==> src/rtl/opb_simple_master.sv <==
// Single-beat OPB bus master: one user command becomes one OPB transfer with retry/timeout handling.
// Define OPB_MASTER_BUSLOCK_EN to hold M_busLock from the first request until completion.
module opb_simple_master #(
    parameter int C_OPB_AWIDTH     = 32,
    parameter int C_OPB_DWIDTH     = 32,
    parameter int C_TIMEOUT_CYCLES = 16,
    parameter int C_MAX_RETRIES    = 4
) (
    input  logic                      OPB_Clk,
    input  logic                      OPB_Rst_n,
    input  logic                      cmd_valid,
    output logic                      cmd_ready,
    input  logic                      cmd_rnw,
    input  logic [C_OPB_AWIDTH-1:0]   cmd_addr,
    input  logic [C_OPB_DWIDTH-1:0]   cmd_data,
    input  logic [C_OPB_DWIDTH/8-1:0] cmd_be,
    output logic                      rsp_valid,
    output logic [C_OPB_DWIDTH-1:0]   rsp_data,
    output logic [1:0]                rsp_status,
    output logic                      M_request,
    input  logic                      OPB_MGrant,
    output logic                      M_select,
    output logic                      M_RNW,
    output logic [0:C_OPB_AWIDTH-1]   M_ABus,
    output logic [0:C_OPB_DWIDTH/8-1] M_BE,
    output logic [0:C_OPB_DWIDTH-1]   M_DBus,
    output logic                      M_seqAddr,
    output logic                      M_busLock,
    input  logic [0:C_OPB_DWIDTH-1]   OPB_DBus,
    input  logic                      OPB_xferAck,
    input  logic                      OPB_errAck,
    input  logic                      OPB_retry,
    input  logic                      OPB_toutSup
);

    localparam int AW = C_OPB_AWIDTH;
    localparam int DW = C_OPB_DWIDTH;
    localparam int BW = C_OPB_DWIDTH / 8;
    localparam int RW = (C_MAX_RETRIES < 1) ? 1 : $clog2(C_MAX_RETRIES + 1);
    localparam int TW = $clog2(C_TIMEOUT_CYCLES + 1);
    localparam logic [RW-1:0] RETRY_MAX = RW'(C_MAX_RETRIES);
    localparam logic [TW-1:0] TOUT_LAST = TW'(C_TIMEOUT_CYCLES - 1);

    localparam logic [1:0] ST_OK      = 2'b00;
    localparam logic [1:0] ST_ERRACK  = 2'b01;
    localparam logic [1:0] ST_TIMEOUT = 2'b10;
    localparam logic [1:0] ST_RETRY   = 2'b11;

    typedef enum logic [1:0] {
        S_IDLE = 2'd0,
        S_REQ  = 2'd1,
        S_XFER = 2'd2
    } state_t;

    state_t          state_q, state_d;
    logic            rnw_q, rnw_d;
    logic [AW-1:0]   addr_q, addr_d;
    logic [DW-1:0]   data_q, data_d;
    logic [BW-1:0]   be_q, be_d;
    logic [RW-1:0]   retry_cnt_q, retry_cnt_d;
    logic [TW-1:0]   tout_cnt_q, tout_cnt_d;
    logic            done_s;
    logic [1:0]      status_s;
    logic [DW-1:0]   rdata_s;
    logic            lock_s;

    logic            cmd_ready_q, rsp_valid_q, m_request_q, m_select_q, m_rnw_q, m_buslock_q;
    logic [DW-1:0]   rsp_data_q, m_dbus_q;
    logic [1:0]      rsp_status_q;
    logic [AW-1:0]   m_abus_q;
    logic [BW-1:0]   m_be_q;

    // Next-state and completion decode; XFER exit causes are prioritised errAck > xferAck > retry > timeout.
    always_comb begin
        state_d     = state_q;
        rnw_d       = rnw_q;
        addr_d      = addr_q;
        data_d      = data_q;
        be_d        = be_q;
        retry_cnt_d = retry_cnt_q;
        tout_cnt_d  = tout_cnt_q;
        done_s      = 1'b0;
        status_s    = ST_OK;
        rdata_s     = {DW{1'b0}};
        case (state_q)
            S_IDLE: begin
                if (cmd_valid && cmd_ready_q) begin
                    rnw_d       = cmd_rnw;
                    addr_d      = cmd_addr;
                    data_d      = cmd_data;
                    be_d        = cmd_be;
                    retry_cnt_d = {RW{1'b0}};
                    tout_cnt_d  = {TW{1'b0}};
                    state_d     = S_REQ;
                end else begin
                    state_d = S_IDLE;
                end
            end
            S_REQ: begin
                if (OPB_MGrant) begin
                    tout_cnt_d = {TW{1'b0}};
                    state_d    = S_XFER;
                end else begin
                    state_d = S_REQ;
                end
            end
            S_XFER: begin
                if (OPB_errAck) begin
                    done_s   = 1'b1;
                    status_s = ST_ERRACK;
                    state_d  = S_IDLE;
                end else if (OPB_xferAck) begin
                    done_s   = 1'b1;
                    status_s = ST_OK;
                    state_d  = S_IDLE;
                    if (rnw_q) begin
                        rdata_s = OPB_DBus;
                    end else begin
                        rdata_s = {DW{1'b0}};
                    end
                end else if (OPB_retry) begin
                    if (retry_cnt_q < RETRY_MAX) begin
                        retry_cnt_d = retry_cnt_q + {{(RW-1){1'b0}}, 1'b1};
                        state_d     = S_REQ;
                    end else begin
                        done_s   = 1'b1;
                        status_s = ST_RETRY;
                        state_d  = S_IDLE;
                    end
                end else if (!OPB_toutSup) begin
                    if (tout_cnt_q == TOUT_LAST) begin
                        done_s   = 1'b1;
                        status_s = ST_TIMEOUT;
                        state_d  = S_IDLE;
                    end else begin
                        tout_cnt_d = tout_cnt_q + {{(TW-1){1'b0}}, 1'b1};
                    end
                end else begin
                    tout_cnt_d = tout_cnt_q;
                end
            end
            default: begin
                state_d = S_IDLE;
            end
        endcase
    end

`ifdef OPB_MASTER_BUSLOCK_EN
    assign lock_s = (state_d != S_IDLE);
`else
    assign lock_s = 1'b0;
`endif

    // State, command latch and registered bus/user outputs derived from the next state.
    always_ff @(posedge OPB_Clk or negedge OPB_Rst_n) begin
        if (!OPB_Rst_n) begin
            state_q      <= S_IDLE;
            rnw_q        <= 1'b0;
            addr_q       <= {AW{1'b0}};
            data_q       <= {DW{1'b0}};
            be_q         <= {BW{1'b0}};
            retry_cnt_q  <= {RW{1'b0}};
            tout_cnt_q   <= {TW{1'b0}};
            cmd_ready_q  <= 1'b0;
            rsp_valid_q  <= 1'b0;
            rsp_data_q   <= {DW{1'b0}};
            rsp_status_q <= ST_OK;
            m_request_q  <= 1'b0;
            m_select_q   <= 1'b0;
            m_rnw_q      <= 1'b0;
            m_abus_q     <= {AW{1'b0}};
            m_be_q       <= {BW{1'b0}};
            m_dbus_q     <= {DW{1'b0}};
            m_buslock_q  <= 1'b0;
        end else begin
            state_q     <= state_d;
            rnw_q       <= rnw_d;
            addr_q      <= addr_d;
            data_q      <= data_d;
            be_q        <= be_d;
            retry_cnt_q <= retry_cnt_d;
            tout_cnt_q  <= tout_cnt_d;
            cmd_ready_q <= (state_d == S_IDLE);
            m_request_q <= (state_d == S_REQ);
            m_select_q  <= (state_d == S_XFER);
            m_buslock_q <= lock_s;
            rsp_valid_q <= done_s;
            // OR-bus rule: every select-qualified output is zero outside XFER.
            if (state_d == S_XFER) begin
                m_rnw_q  <= rnw_d;
                m_abus_q <= addr_d;
                m_be_q   <= be_d;
                m_dbus_q <= rnw_d ? {DW{1'b0}} : data_d;
            end else begin
                m_rnw_q  <= 1'b0;
                m_abus_q <= {AW{1'b0}};
                m_be_q   <= {BW{1'b0}};
                m_dbus_q <= {DW{1'b0}};
            end
            if (done_s) begin
                rsp_data_q   <= rdata_s;
                rsp_status_q <= status_s;
            end else begin
                rsp_data_q   <= rsp_data_q;
                rsp_status_q <= rsp_status_q;
            end
        end
    end

    assign cmd_ready  = cmd_ready_q;
    assign rsp_valid  = rsp_valid_q;
    assign rsp_data   = rsp_data_q;
    assign rsp_status = rsp_status_q;
    assign M_request  = m_request_q;
    assign M_select   = m_select_q;
    assign M_RNW      = m_rnw_q;
    assign M_ABus     = m_abus_q;
    assign M_BE       = m_be_q;
    assign M_DBus     = m_dbus_q;
    assign M_seqAddr  = 1'b0;
    assign M_busLock  = m_buslock_q;

endmodule

==> config.mk <==
export PLATFORM = sky130hd
export DESIGN_NAME = opb_simple_master
export DESIGN_NICKNAME = d
export VERILOG_FILES = /design/src/rtl/opb_simple_master.sv
export SDC_FILE = /design/constraint.sdc
export NUM_CORES = 1
export LEC_CHECK = 0
export ABC_CLOCK_PERIOD_IN_PS = 2100
export CAP_MARGIN = 10
export CORE_UTILIZATION = 43
export DETAILED_ROUTE_END_ITERATION = 16
export GPL_ROUTABILITY_DRIVEN = 0
export GPL_TIMING_DRIVEN = 0
export HOLD_SLACK_MARGIN = 0.06
export PLACE_DENSITY = 0.77
export RECOVER_POWER = 50
export REMOVE_ABC_BUFFERS = 1
export SYNTH_ARGS = -nofsm -noshare
export SYNTH_HDL_FRONTEND = slang
export SYNTH_SLANG_ARGS = --single-unit
==> constraint.sdc <==
create_clock -name OPB_Clk -period 2.1 [get_ports OPB_Clk]
set_input_delay 0.42 -clock OPB_Clk [delete_from_list [all_inputs] [get_ports OPB_Clk]]
set_output_delay 0.42 -clock OPB_Clk [all_outputs]
set_load 0.1 [all_outputs]
; After elaboration in Yosys (flattened, before gate mapping)
; Cells that the tools add are included.
; Widths: inputs -> output; s select.
[word_totals]
register_bits = 186
inputBits = 109
out_inout_bits = 109
wordCells = 95
[op_classes]
n_addsub = 2
n_lt_le_gt_ge = 1
n_eq_ne = 14
muxes = 54
reduce_logical = 7
[ops]
columns = operator, count
row1 = $mux 32, 11
row2 = $mux 5, 7
row3 = $mux 2, 13
row4 = $ne 2x2->1 const B, 9
row5 = $mux 3, 5
row6 = $pmux 5 s3, 1
row7 = $mux 1, 12
row8 = $mux 4, 3
row9 = $reduce_and 8->1, 1
row10 = $pmux 2 s3, 1
row11 = $pmux 3 s2, 1
row12 = $reduce_and 6->1, 1
row13 = $add 5x1->5 const B, 1
row14 = $eq 5x4->1 const B, 1
row15 = $eq 2x1->1 const B, 2
row16 = $eq 2x2->1 const B, 2
row17 = $logic_not 2->1, 2
row18 = $add 3x1->3 const B, 1
row19 = $lt 3x3->1 const B, 1
row20 = $reduce_bool 3->1, 1
row21 = $reduce_bool 2->1, 1
row22 = $logic_and 1x1->1, 1

; Logic depth before layout (Yosys ltp)
; Gate-level depths: netlist of the first run.
[logic_depth]
depth_word = 9
mapped_depth = 8
depth_no_buf = 6

; Least setup slack after synthesis of the first run
; Ideal clock, no wire load.
[synth_path]
path_type = register -> register
from = register cmd_ready_q (netlist: cmd_ready)
to = register m_dbus_q[6] (netlist: M_DBus[25])
setup_time_ps = 80
arrival_ps = 2285
setup_slack_ps = -265
stages_incl_launch_ff = 6
path_cell_list = dfrtp_1 -> nor4bb_1 -> clkbuf_1 -> mux2_2 -> buf_2 -> nor3b_2
[synth_between]
elab_chain_cells = 5
word_cells_on_any_way = 10
[synth_lines]
columns = item, line
row1 = "start, declared", 67  ; logic cmd_ready_q, rsp_valid_q, m_request_q, m_select_q, m_rnw_q, m_buslock_q;
row2 = "start signal, assigned", 183  ; cmd_ready_q <= (state_d == S_IDLE);
row3 = $logic_and 1x1->1 *, 87  ; if (cmd_valid && cmd_ready_q) begin
row4 = $mux 1 / $mux 32 (equally long branches), 87
row5 = $pmux 2 s3 (tied with other cells), 85  ; case (state_q)
row6 = $eq 2x2->1 / $mux 32 (equally long branches), "189, 193"
row7 = $mux 32 *, 189  ; if (state_d == S_XFER) begin
row8 = "end signal, assigned", 173  ; m_dbus_q <= {DW{1'b0}};
row9 = "end signal, assigned", 193  ; m_dbus_q <= rnw_d ? {DW{1'b0}} : data_d;
row10 = "end signal, assigned", 198  ; m_dbus_q <= {DW{1'b0}};
row11 = "end, declared", 68  ; logic [DW-1:0] rsp_data_q, m_dbus_q;
; Every way passes the cells marked *; elsewhere a longest branch is shown, timed or not.
; A chain may end at the register's enable or synchronous reset.

; Worst setup path after layout of the first run
[layout_path]
from = register tout_cnt_q[0]
to = register rsp_data_q[16] (netlist: rsp_data[16])
[layout_between]
elab_chain_cells = 7
[layout_lines]
columns = item, line
row1 = "start, declared", 61  ; logic [TW-1:0] tout_cnt_q, tout_cnt_d;
row2 = "start signal, assigned", 163  ; tout_cnt_q <= {TW{1'b0}};
row3 = "start signal, assigned", 182  ; tout_cnt_q <= tout_cnt_d;
row4 = $eq 5x4->1, 131  ; if (tout_cnt_q == TOUT_LAST) begin
row5 = $mux 1, 131
row6 = $mux 1, 130  ; end else if (!OPB_toutSup) begin
row7 = $mux 1, 121  ; end else if (OPB_retry) begin
row8 = $mux 1, 112  ; end else if (OPB_xferAck) begin
row9 = $mux 1, 108  ; if (OPB_errAck) begin
row10 = $mux 1, 85
row11 = "end signal, assigned", 166  ; rsp_data_q <= {DW{1'b0}};
row12 = "end signal, assigned", 201  ; rsp_data_q <= rdata_s;
row13 = "end signal, assigned", 204  ; rsp_data_q <= rsp_data_q;
row14 = "end, declared", 68
; Every way passes these cells.

==> flow_metrics.tcl, run 1 <==
set metrics [dict create \
    cts_buffers 17 \
    utilization_pct 64.4 \
    num_rows 47 \
    yosys_warnings 0 \
    clockBufferDepth 2 \
    chipWidth_um 132 \
    hold_viol 0 \
    status "finished, violations left" \
    num_antenna_cells 0 \
    criticalPathCategory "flop to flop" \
    required_ns 2.43 \
    cts_sinks 186 \
    clk_pin_slew_ns 0.07 \
    tightest_slew_ns 1.25 \
    relSlewSlack_pct 16.5 \
    first_pass_iters 4 \
    drc 0 \
    cellPowerDensity_mw_per_mm2 1580 \
    area.sequential_mm2 0.00466 \
    grt_usage_pct 21.0 \
    drv_cap 0 \
    end_kind "flop" \
    timing.final.ws_setup_ns -0.0868 \
    synth_ff_type "dfrtp_1" \
    initial_core_util_pct 44.0 \
    drt-total-wl_mm 18.1 \
    grt_max_degree 97 \
    use_met3_pct 8.19 \
    syn_area_mm2 0.00729 \
    io_buffers 215 \
    critPathLaunchType "flop" \
    ant_nets 0 \
    grt_pass1_wl_mm 28.5 \
    drive_gt1_share_pct 23.9 \
    first_iter_violations 217 \
    final-setup-viol-count 29 \
    min_period_over_period_pct 104 \
    place_hpwl_mm 11.5 \
    cts_tree "yes" \
    yosys_register_bits 186 \
    synth_edf_count 0 \
    io_pins 218 \
    nets 879 \
    cts_max_level 4 \
    p_leak_nw 5.02 \
    grt_use_met2_pct 36.1 \
    antenna_found_initial 0 \
    clk_latency_ns 0.42 \
    async_flop_share_pct 100 \
    top_usage_layer "met2" \
    avgSynthCellArea_um2 13.9 \
    violations "negative setup slack" \
    area_growth_syn_to_layout_pct 46.4 \
    core_area_mm2 0.0166 \
    fmax_ghz 0.457 \
    crit_fanout 6 \
    dp_slack_ns -0.844 \
    hold_path_class "flop to flop" \
    crit_arrival_ns 2.52 \
    via_per_inst 4.97 \
    peakVddDrop_uv 922 \
    final_cell_mix "dfrtp_1 (185), clkdlybuf4s50_1 (106), dlygate4sd2_1 (92)" \
    maxSlewViolCount 0 \
    nFillCells 1254 \
    grt_pass1_vias 5439 \
    routedWlPerCell_um 18.2 \
    mostFrequentLayoutCell "dfrtp_1" \
    min_period_ns 2.19 \
    die_area_mm2 0.0175 \
    grt_use_met1_pct 24.0 \
    synth_seq_area_share_pct 63.8 \
    rsz0062_at_grt "yes" \
    ys_types 42 \
    grt-ovfl-total 0 \
    root_buffer "clkbuf_16" \
    syn_inst 523 \
    chipHeight_um 132 \
    vias 4970 \
    skew_ns 0.00574 \
    multi_input_area_mm2 0.00248 \
]
## routing by layer
layer,part of all wire [%],vias to the layer above
li1,-,2233
met3,8.6,24
met1,40,2503
met5,0,-
met2,50,210
met4,1.6,0
## cells by family (layout without fill, tap and decap cells)
logic type	after synthesis	count (layout)	synth area share, %
flops	186	186	63.8
simple gates	134	134	13.1
mux	101	103	15.0
buf+inv	71	323	4.65
compound gates	27	28	2.88
fa+ha+maj	3	3	0.515
other cells	1	2	0.0514
## registers in the layout (all words and copies together) (netlist names), 4 cells and up
signal and flops:
M_ABus 32, tout_cnt_q 5, addr_q 32, M_DBus 32, be_q 4, M_BE 4, rsp_data 32, data_q 32
## cell type report
cell class | count | share of cell area [%]
clock buffer | 21 | 4.31
clock inverter | 10 | 1.53
multi-input combinational | 270 | 23.2
tap | 220 | 2.58
timing repair buffer | 253 | 23.4
inverter | 39 | 1.37
sequential | 186 | 43.6
## report_power, final
group | total, W | internal [W] | leakage [nW] | switching (W)
Sequential | 0.00523 | 0.00479 | 2.41 | 0.000437
Combinational | 0.00825 | 0.00243 | 2.30 | 0.00581
Clock | 0.00337 | 0.00206 | 0.304 | 0.00131
Total | 0.0168 | 0.00929 | 5.02 | 0.00756
## cell usage after synthesis (all sizes together) (4+ instances only)
library cell,n,area share [%]
dfrtp,186,64
mux2,67,10
nand2,45,2.3
inv,39,2.0
nor2b,36,3.1
mux2i,34,4.7
nor3b,32,5.5
buf,24,2.2
clkbuf,8,0.41
o311ai,7,0.84
a21oi,4,0.27
o21ai,4,0.27
## path summary, 6_finish.rpt
path	slack, ns	from	cells past startpoint	end
worst max-delay path	-0.09	tout_cnt_q[0]	8	rsp_data[16]
worst min-delay path	0.47	be_q[2]	2	be_q[2]
worst max register to register	-0.09	tout_cnt_q[0]	8	rsp_data[16]
worst min register to register	0.47	be_q[2]	2	be_q[2]
max in group asynchronous	0.22	OPB_Rst_n	3	M_DBus[26]
min in group asynchronous	0.83	OPB_Rst_n	2	rsp_valid
## critical path: stages (launching register included)
cell and delay [ns]:
dfrtp_1 0.36, ha_2 0.20, and3_4 0.20, ha_4 0.15
or3b_4 0.41, a31oi_4 0.27, buf_6 0.17, buf_12 0.13
mux2i_1 0.21
## repair_timing
| action | 4_1_cts | 5_1_grt |
|---|---|---|
| gates cloned | 3 | 5 |
| pin swaps | 8 | 6 |
| endpoints found under the setup margin | 233 | 94 |
| hold buffers | 1 | 0 |
| hold endpoints to repair | 90 | 0 |
| gates resized for setup | 130 | 35 |
| buffers inserted | 15 | 9 |
## metrics by stage
stage	power [W]	cell area (um^2)	instances	hold slack, ns	setup TNS [ns]
global placement	0.0121	9530	927	0.455	-2746.89
CTS	0.0167	10500	986	0.473	-0.569
detailed placement	0.0134	9710	937	0.460	-77.51
finish	0.0168	10700	999	0.471	-1.02
floorplan	0.0109	7110	492	0.124	-970.44
global route	0.0175	10700	999	0.497	-7.63
Power figures use the tool's default switching activity.
==> run 2: changes to the inputs <==
--- a/config.mk
+++ b/config.mk
@@ -6,7 +6,7 @@
 export NUM_CORES = 1
 export LEC_CHECK = 0
 export ABC_CLOCK_PERIOD_IN_PS = 2100
-export CAP_MARGIN = 10
+export CAP_MARGIN = 20
 export CORE_UTILIZATION = 43
 export DETAILED_ROUTE_END_ITERATION = 16
 export GPL_ROUTABILITY_DRIVEN = 0
==> run 2 against run 1 <==
The flow still finishes with violations (negative setup slack). Count of clock-buffer cells in the layout unchanged. Sequential cell count unchanged. Die area unchanged. Largest power group unchanged. First-iteration DRC count down 12%. Total power up 0.36%. Final cell count down 0.20%. Clock power up 2%. Clock skew up 0.00070 ns. Largest cell class unchanged. Sequential share of layout area down 0.085 points. Hold slack better by 0.0074 ns. Global-route usage down 0.061 points.
==> flow_metrics.tcl, run 2 (synthesized netlist as in run 1, its figures left out) <==
set metrics [dict create \
    status "finished, violations left" \
    violations "negative setup slack" \
    switching_power_w 0.00753 \
    cellPowerDensity_mw_per_mm2 1580 \
    whs_ns 0.478 \
    required_ns 2.40 \
    first_pass_iters 4 \
    drv_cap 0 \
    r2r_slack_ns -0.08 \
    cts_sinks 186 \
    cts_buffers 17 \
    nFillCells 1217 \
    fmax_ghz 0.458 \
    clockBufferDepth 2 \
    mostFrequentLayoutCell "dfrtp_1" \
    grt_pass1_vias 5475 \
    tightest_slew_ns 1.23 \
    peakVddDrop_uv 936 \
    place_hpwl_mm 11.5 \
    maxSlewViolCount 0 \
    switching_share_pct 44.6 \
    pwr-share-clk_pct 20.4 \
    area_growth_syn_to_layout_pct 46.8 \
    rsz0062_at_grt "yes" \
    antenna_found_initial 0 \
    hold_depth 2 \
    chipHeight_um 132 \
    hold_path_class "flop to flop" \
    num_rows 47 \
    area.sequential_mm2 0.00466 \
    first_iter_violations 192 \
    nets 877 \
    hp-start "be_q[2]" \
    path_cells "ha_2 > and3_4 > ha_4 > or3b_4 > a31oi_4 > buf_6 > buf_6 > mux2_4" \
    clk_pin_slew_ns 0.07 \
    relSlewSlack_pct 17.8 \
    cts_tree "yes" \
    drt-total-wl_mm 18.0 \
    cp_slowest_cell "or3b_4" \
    io_pins 218 \
    die_area_mm2 0.0175 \
    via_per_inst 4.94 \
    hold_viol 0 \
    cp_common_cell "buf_6" \
    p_leak_nw 5.04 \
    reg2regPathDepth 8 \
    grt_pass1_wl_mm 28.6 \
    p_int_w 0.00937 \
    critPathLaunchType "flop" \
    finalPower_w 0.0169 \
    vias 4927 \
    chipWidth_um 132 \
    dp.cells 937 \
    final-setup-viol-count 5 \
    drive_gt1_share_pct 24.1 \
    comb_power_share_pct 48.6 \
    min_period_over_period_pct 104 \
    grt-ovfl-total 0 \
    routedWlPerCell_um 18.1 \
    layoutNonFillerInstCount 997 \
    ant_nets 0 \
    drc 0 \
    timing.rr.end "rsp_status[0]" \
    criticalPathCategory "flop to flop" \
    final_cell_mix "dfrtp_1 (184), clkdlybuf4s50_1 (107), dlygate4sd2_1 (99)" \
    hold_end "be_q[2]" \
    r2r-start "tout_cnt_q[1]" \
    num_antenna_cells 0 \
    crit_path_max_incr_delay_ns 0.40 \
    clk_latency_ns 0.41 \
    crit_fanout 4 \
    grt_usage_pct 21.0 \
    skew_ns 0.00644 \
    core_area_mm2 0.0166 \
    end_kind "flop" \
    root_buffer "clkbuf_16" \
    timing.final.ws_setup_ns -0.0825 \
    min_period_ns 2.18 \
    fin_tns_setup_ns -0.166 \
    p_seq_share_pct 31.0 \
    cts_max_level 4 \
    initial_core_util_pct 44.0 \
    io_buffers 215 \
    grt_max_degree 97 \
    crit_arrival_ns 2.48 \
    multi_input_area_mm2 0.00249 \
]
run 2: cell types whose count changed in the layout (fill, tap and decap cells not counted), moves of 2 or more:
cell,change
mux2_1,-4
mux2i_1,-2
dlygate4sd2_1,+7
buf_12,+2
buf_6,-2
mux2i_2,+2
clkbuf_2,-2
nor3b_4,-2
nor3b_2,+2
mux2_2,+4
clkdlybuf4s15_1,-5
run 2: metal layers:
metal | GRT usage [%] | vias up | part of all wire [%]
met5 | 0 | - | 0
met4 | 6.58 | 0 | 1.6
met3 | 7.73 | 25 | 8.9
met2 | 36.2 | 213 | 50
met1 | 24.3 | 2463 | 39
li1 | - | 2226 | -
run 2: critical path, delay by kind of cell, from the launching register on:
kind,cells,cell delay [ns]
DFF,1,0.36
buffers and inverters,2,0.27
and+or+nand+nor,2,0.60
muxes,1,0.28
AOI/OAI and AO/OA,1,0.23
adders and majority gates,2,0.32
run 2: timing repair:
item | CTS | global route
endpoints found under the setup margin | 234 | 75
gates resized for setup | 136 | 21
hold buffers | 1 | 0
setup buffers | 16 | 6
hold endpoints to repair | 90 | 0
gates cloned | 4 | 3
pin swaps | 7 | 6
run 2: worst max path at each step:
stage	end	slack, ns	from
after floorplan	M_DBus[25]	-7.45	cmd_ready
after global placement	M_DBus[11]	-11.74	cmd_valid
after detailed placement	M_DBus[11]	-0.84	cmd_valid
after CTS	rsp_status[0]	-0.08	tout_cnt_q[0]
after global routing	rsp_status[0]	-0.15	tout_cnt_q[0]
final	rsp_status[0]	-0.08	tout_cnt_q[1]
run 2: layout make-up:
| class | instances | share of cell area [%] |
|---|---|---|
| inverter | 39 | 1.37 |
| timing repair buffer | 251 | 23.3 |
| tap | 220 | 2.57 |
| clock inverter | 10 | 1.76 |
| clock buffer | 21 | 4.21 |
| multi-input combinational | 270 | 23.3 |
| sequential | 186 | 43.5 |
run 2: per-stage QoR:
| step | setup WS [ns] | cell area (um^2) | utilization [%] |
|---|---|---|---|
| after floorplan | -7.45 | 7110 | - |
| after global placement | -11.74 | 9530 | 57.5 |
| after detailed placement | -0.840 | 9710 | 58.5 |
| after CTS | -0.0761 | 10500 | 63.6 |
| after global routing | -0.154 | 10700 | 64.6 |
| final | -0.0825 | 10700 | 64.6 |
run 2: power by group through the flow:
| stage | clock network [W] | logic [W] | registers [W] |
|---|---|---|---|
| after detailed placement | 0 | 0.00802 | 0.00534 |
| final | 0.00344 | 0.00822 | 0.00524 |
| after global placement | 0 | 0.00703 | 0.00509 |
| after global routing | 0.00367 | 0.00859 | 0.00537 |
| after floorplan | 0 | 0.00202 | 0.00888 |
| after CTS | 0.00353 | 0.00803 | 0.00524 |
==> run 3: changes to the inputs <==
--- a/config.mk
+++ b/config.mk
@@ -6,8 +6,9 @@
 export NUM_CORES = 1
 export LEC_CHECK = 0
 export ABC_CLOCK_PERIOD_IN_PS = 2100
-export CAP_MARGIN = 20
+export CAP_MARGIN = 15
 export CORE_UTILIZATION = 43
+export CTS_CLUSTER_DIAMETER = 60
 export DETAILED_ROUTE_END_ITERATION = 16
 export GPL_ROUTABILITY_DRIVEN = 0
 export GPL_TIMING_DRIVEN = 0
==> run 3 against run 2 <==
The run still ends with negative setup slack left. Via count shrank 1.2%. Sequential cell count unchanged. Fmax is 0.85% higher. Critical path depth unchanged. Non-clock buffer count decreased by 4. Largest power group unchanged.
==> flow_metrics.tcl, run 3 (synthesized netlist as in run 1, its figures left out) <==
set metrics [dict create \
    area_growth_syn_to_layout_pct 44.6 \
    clk_pin_slew_ns 0.07 \
    mostFrequentLayoutCell "dfrtp_1" \
    comb_power_share_pct 48.5 \
    switching_share_pct 45.2 \
    cts_sinks 186 \
    timing.final.ws_setup_ns -0.0641 \
    drc 0 \
    peakVddDrop_uv 869 \
    clk_latency_ns 0.42 \
    whs_ns 0.472 \
    required_ns 2.43 \
    grt-ovfl-total 0 \
    chipWidth_um 132 \
    cts_max_level 4 \
    final_cell_mix "dfrtp_1 (184), clkdlybuf4s50_1 (107), dlygate4sd2_1 (87)" \
    criticalPathCategory "flop to flop" \
    nets 872 \
    first_iter_violations 136 \
    cts_tree "yes" \
    cellPowerDensity_mw_per_mm2 1570 \
    initial_core_util_pct 44.0 \
    cts_buffers 17 \
    root_buffer "clkbuf_16" \
    end_kind "flop" \
    clockBufferDepth 2 \
    grt_pass1_vias 5369 \
    nFillCells 1240 \
    crit_arrival_ns 2.50 \
    die_area_mm2 0.0175 \
    rsz0062_at_grt "yes" \
    violations "negative setup slack" \
    grt_pass1_wl_mm 28.1 \
    dp_slack_ns -0.847 \
    relSlewSlack_pct 16.8 \
    skew_ns 0.00834 \
    final-setup-viol-count 27 \
    pwr-share-clk_pct 19.9 \
    layoutNonFillerInstCount 993 \
    switching_power_w 0.00748 \
    tightest_slew_ns 1.25 \
    hold_viol 0 \
    via_per_inst 4.90 \
    p_seq_share_pct 31.6 \
    min_period_over_period_pct 103 \
    min_period_ns 2.16 \
    chipHeight_um 132 \
    place_hpwl_mm 11.5 \
    p_int_w 0.00907 \
    maxSlewViolCount 0 \
    fmax_ghz 0.462 \
    critPathLaunchType "flop" \
    drv_cap 0 \
    first_pass_iters 4 \
    antenna_found_initial 0 \
    dp.cells 937 \
    hold_path_class "flop to flop" \
    vias 4866 \
    hold_depth 2 \
    io_buffers 215 \
    status "finished, violations left" \
    routedWlPerCell_um 17.7 \
    core_area_mm2 0.0166 \
    crit_fanout 6 \
    num_rows 47 \
    io_pins 218 \
    ant_nets 0 \
    grt_max_degree 97 \
    grt_usage_pct 20.9 \
    reg2regPathDepth 8 \
    num_antenna_cells 0 \
    drive_gt1_share_pct 23.7 \
    drt-total-wl_mm 17.6 \
    p_leak_nw 4.88 \
]
## run 3: worst max-delay path, stage by stage, from the launching register on
cell and delay (ns):
dfrtp_1 0.37, ha_2 0.20, and3_4 0.20, ha_4 0.15, or3b_4 0.40, a31oi_4 0.23, buf_6 0.16, buf_12 0.13
mux2i_1 0.22
## run 3: cell type report
| class | count | area, um^2 | area share [%] |
|---|---|---|---|
| multi-input combinational | 269 | 2420 | 23.0 |
| timing repair buffer | 247 | 2430 | 23.0 |
| tap | 220 | 275 | 2.61 |
| clock buffer | 21 | 460 | 4.37 |
| inverter | 39 | 146 | 1.39 |
| sequential | 186 | 4660 | 44.2 |
| clock inverter | 11 | 156 | 1.48 |
## run 3: through the flow
step                      cell area [um^2]   TNS [ns]  total power [W]  utilization (%)
after floorplan                       7110    -970.44           0.0109                -
after global placement                9530   -2746.89           0.0121             57.5
after detailed placement              9710     -78.75           0.0134             58.5
after CTS                            10500  -0.000444           0.0166             63.1
after global routing                 10500      -7.45           0.0173             63.6
final                                10500     -0.618           0.0165             63.6
## run 3: worst paths after layout
kind                               start      endpoint  slack (ns)
max in group asynchronous      OPB_Rst_n     data_q[4]        0.18
min reg2reg                      be_q[2]       be_q[2]        0.47
max                        tout_cnt_q[0]  rsp_data[31]       -0.06
max reg2reg                tout_cnt_q[0]  rsp_data[31]       -0.06
min                              be_q[2]       be_q[2]        0.47
min in group asynchronous      OPB_Rst_n  rsp_data[22]        0.84
## run 3: what timing repair did
| item | 4_1_cts | 5_1_grt |
|---|---|---|
| pin swaps | 6 | 2 |
| hold buffers | 1 | 0 |
| setup endpoints to repair | 234 | 78 |
| endpoints found under the hold margin | 90 | 0 |
| gates resized for setup | 127 | 31 |
| setup buffers | 17 | 3 |
| cloned | 3 | 2 |
## run 3: routing by layer
metal	GRT usage (%)	part of all wire, %	vias up
li1	-	-	2216
met1	23.8	40	2426
met5	0	0	-
met3	7.92	8.7	28
met4	8.49	2.3	0
met2	35.3	49	196
## run 3: power by group through the flow
| stage | Sequential, W | Clock [W] | Combinational (W) |
|---|---|---|---|
| 2_1_floorplan | 0.00888 | 0 | 0.00202 |
| 3_3_place_gp | 0.00509 | 0 | 0.00703 |
| 3_5_place_dp | 0.00534 | 0 | 0.00802 |
| 4_1_cts | 0.00523 | 0.00338 | 0.00798 |
| 5_1_grt | 0.00536 | 0.00350 | 0.00839 |
| 6_report | 0.00522 | 0.00330 | 0.00802 |
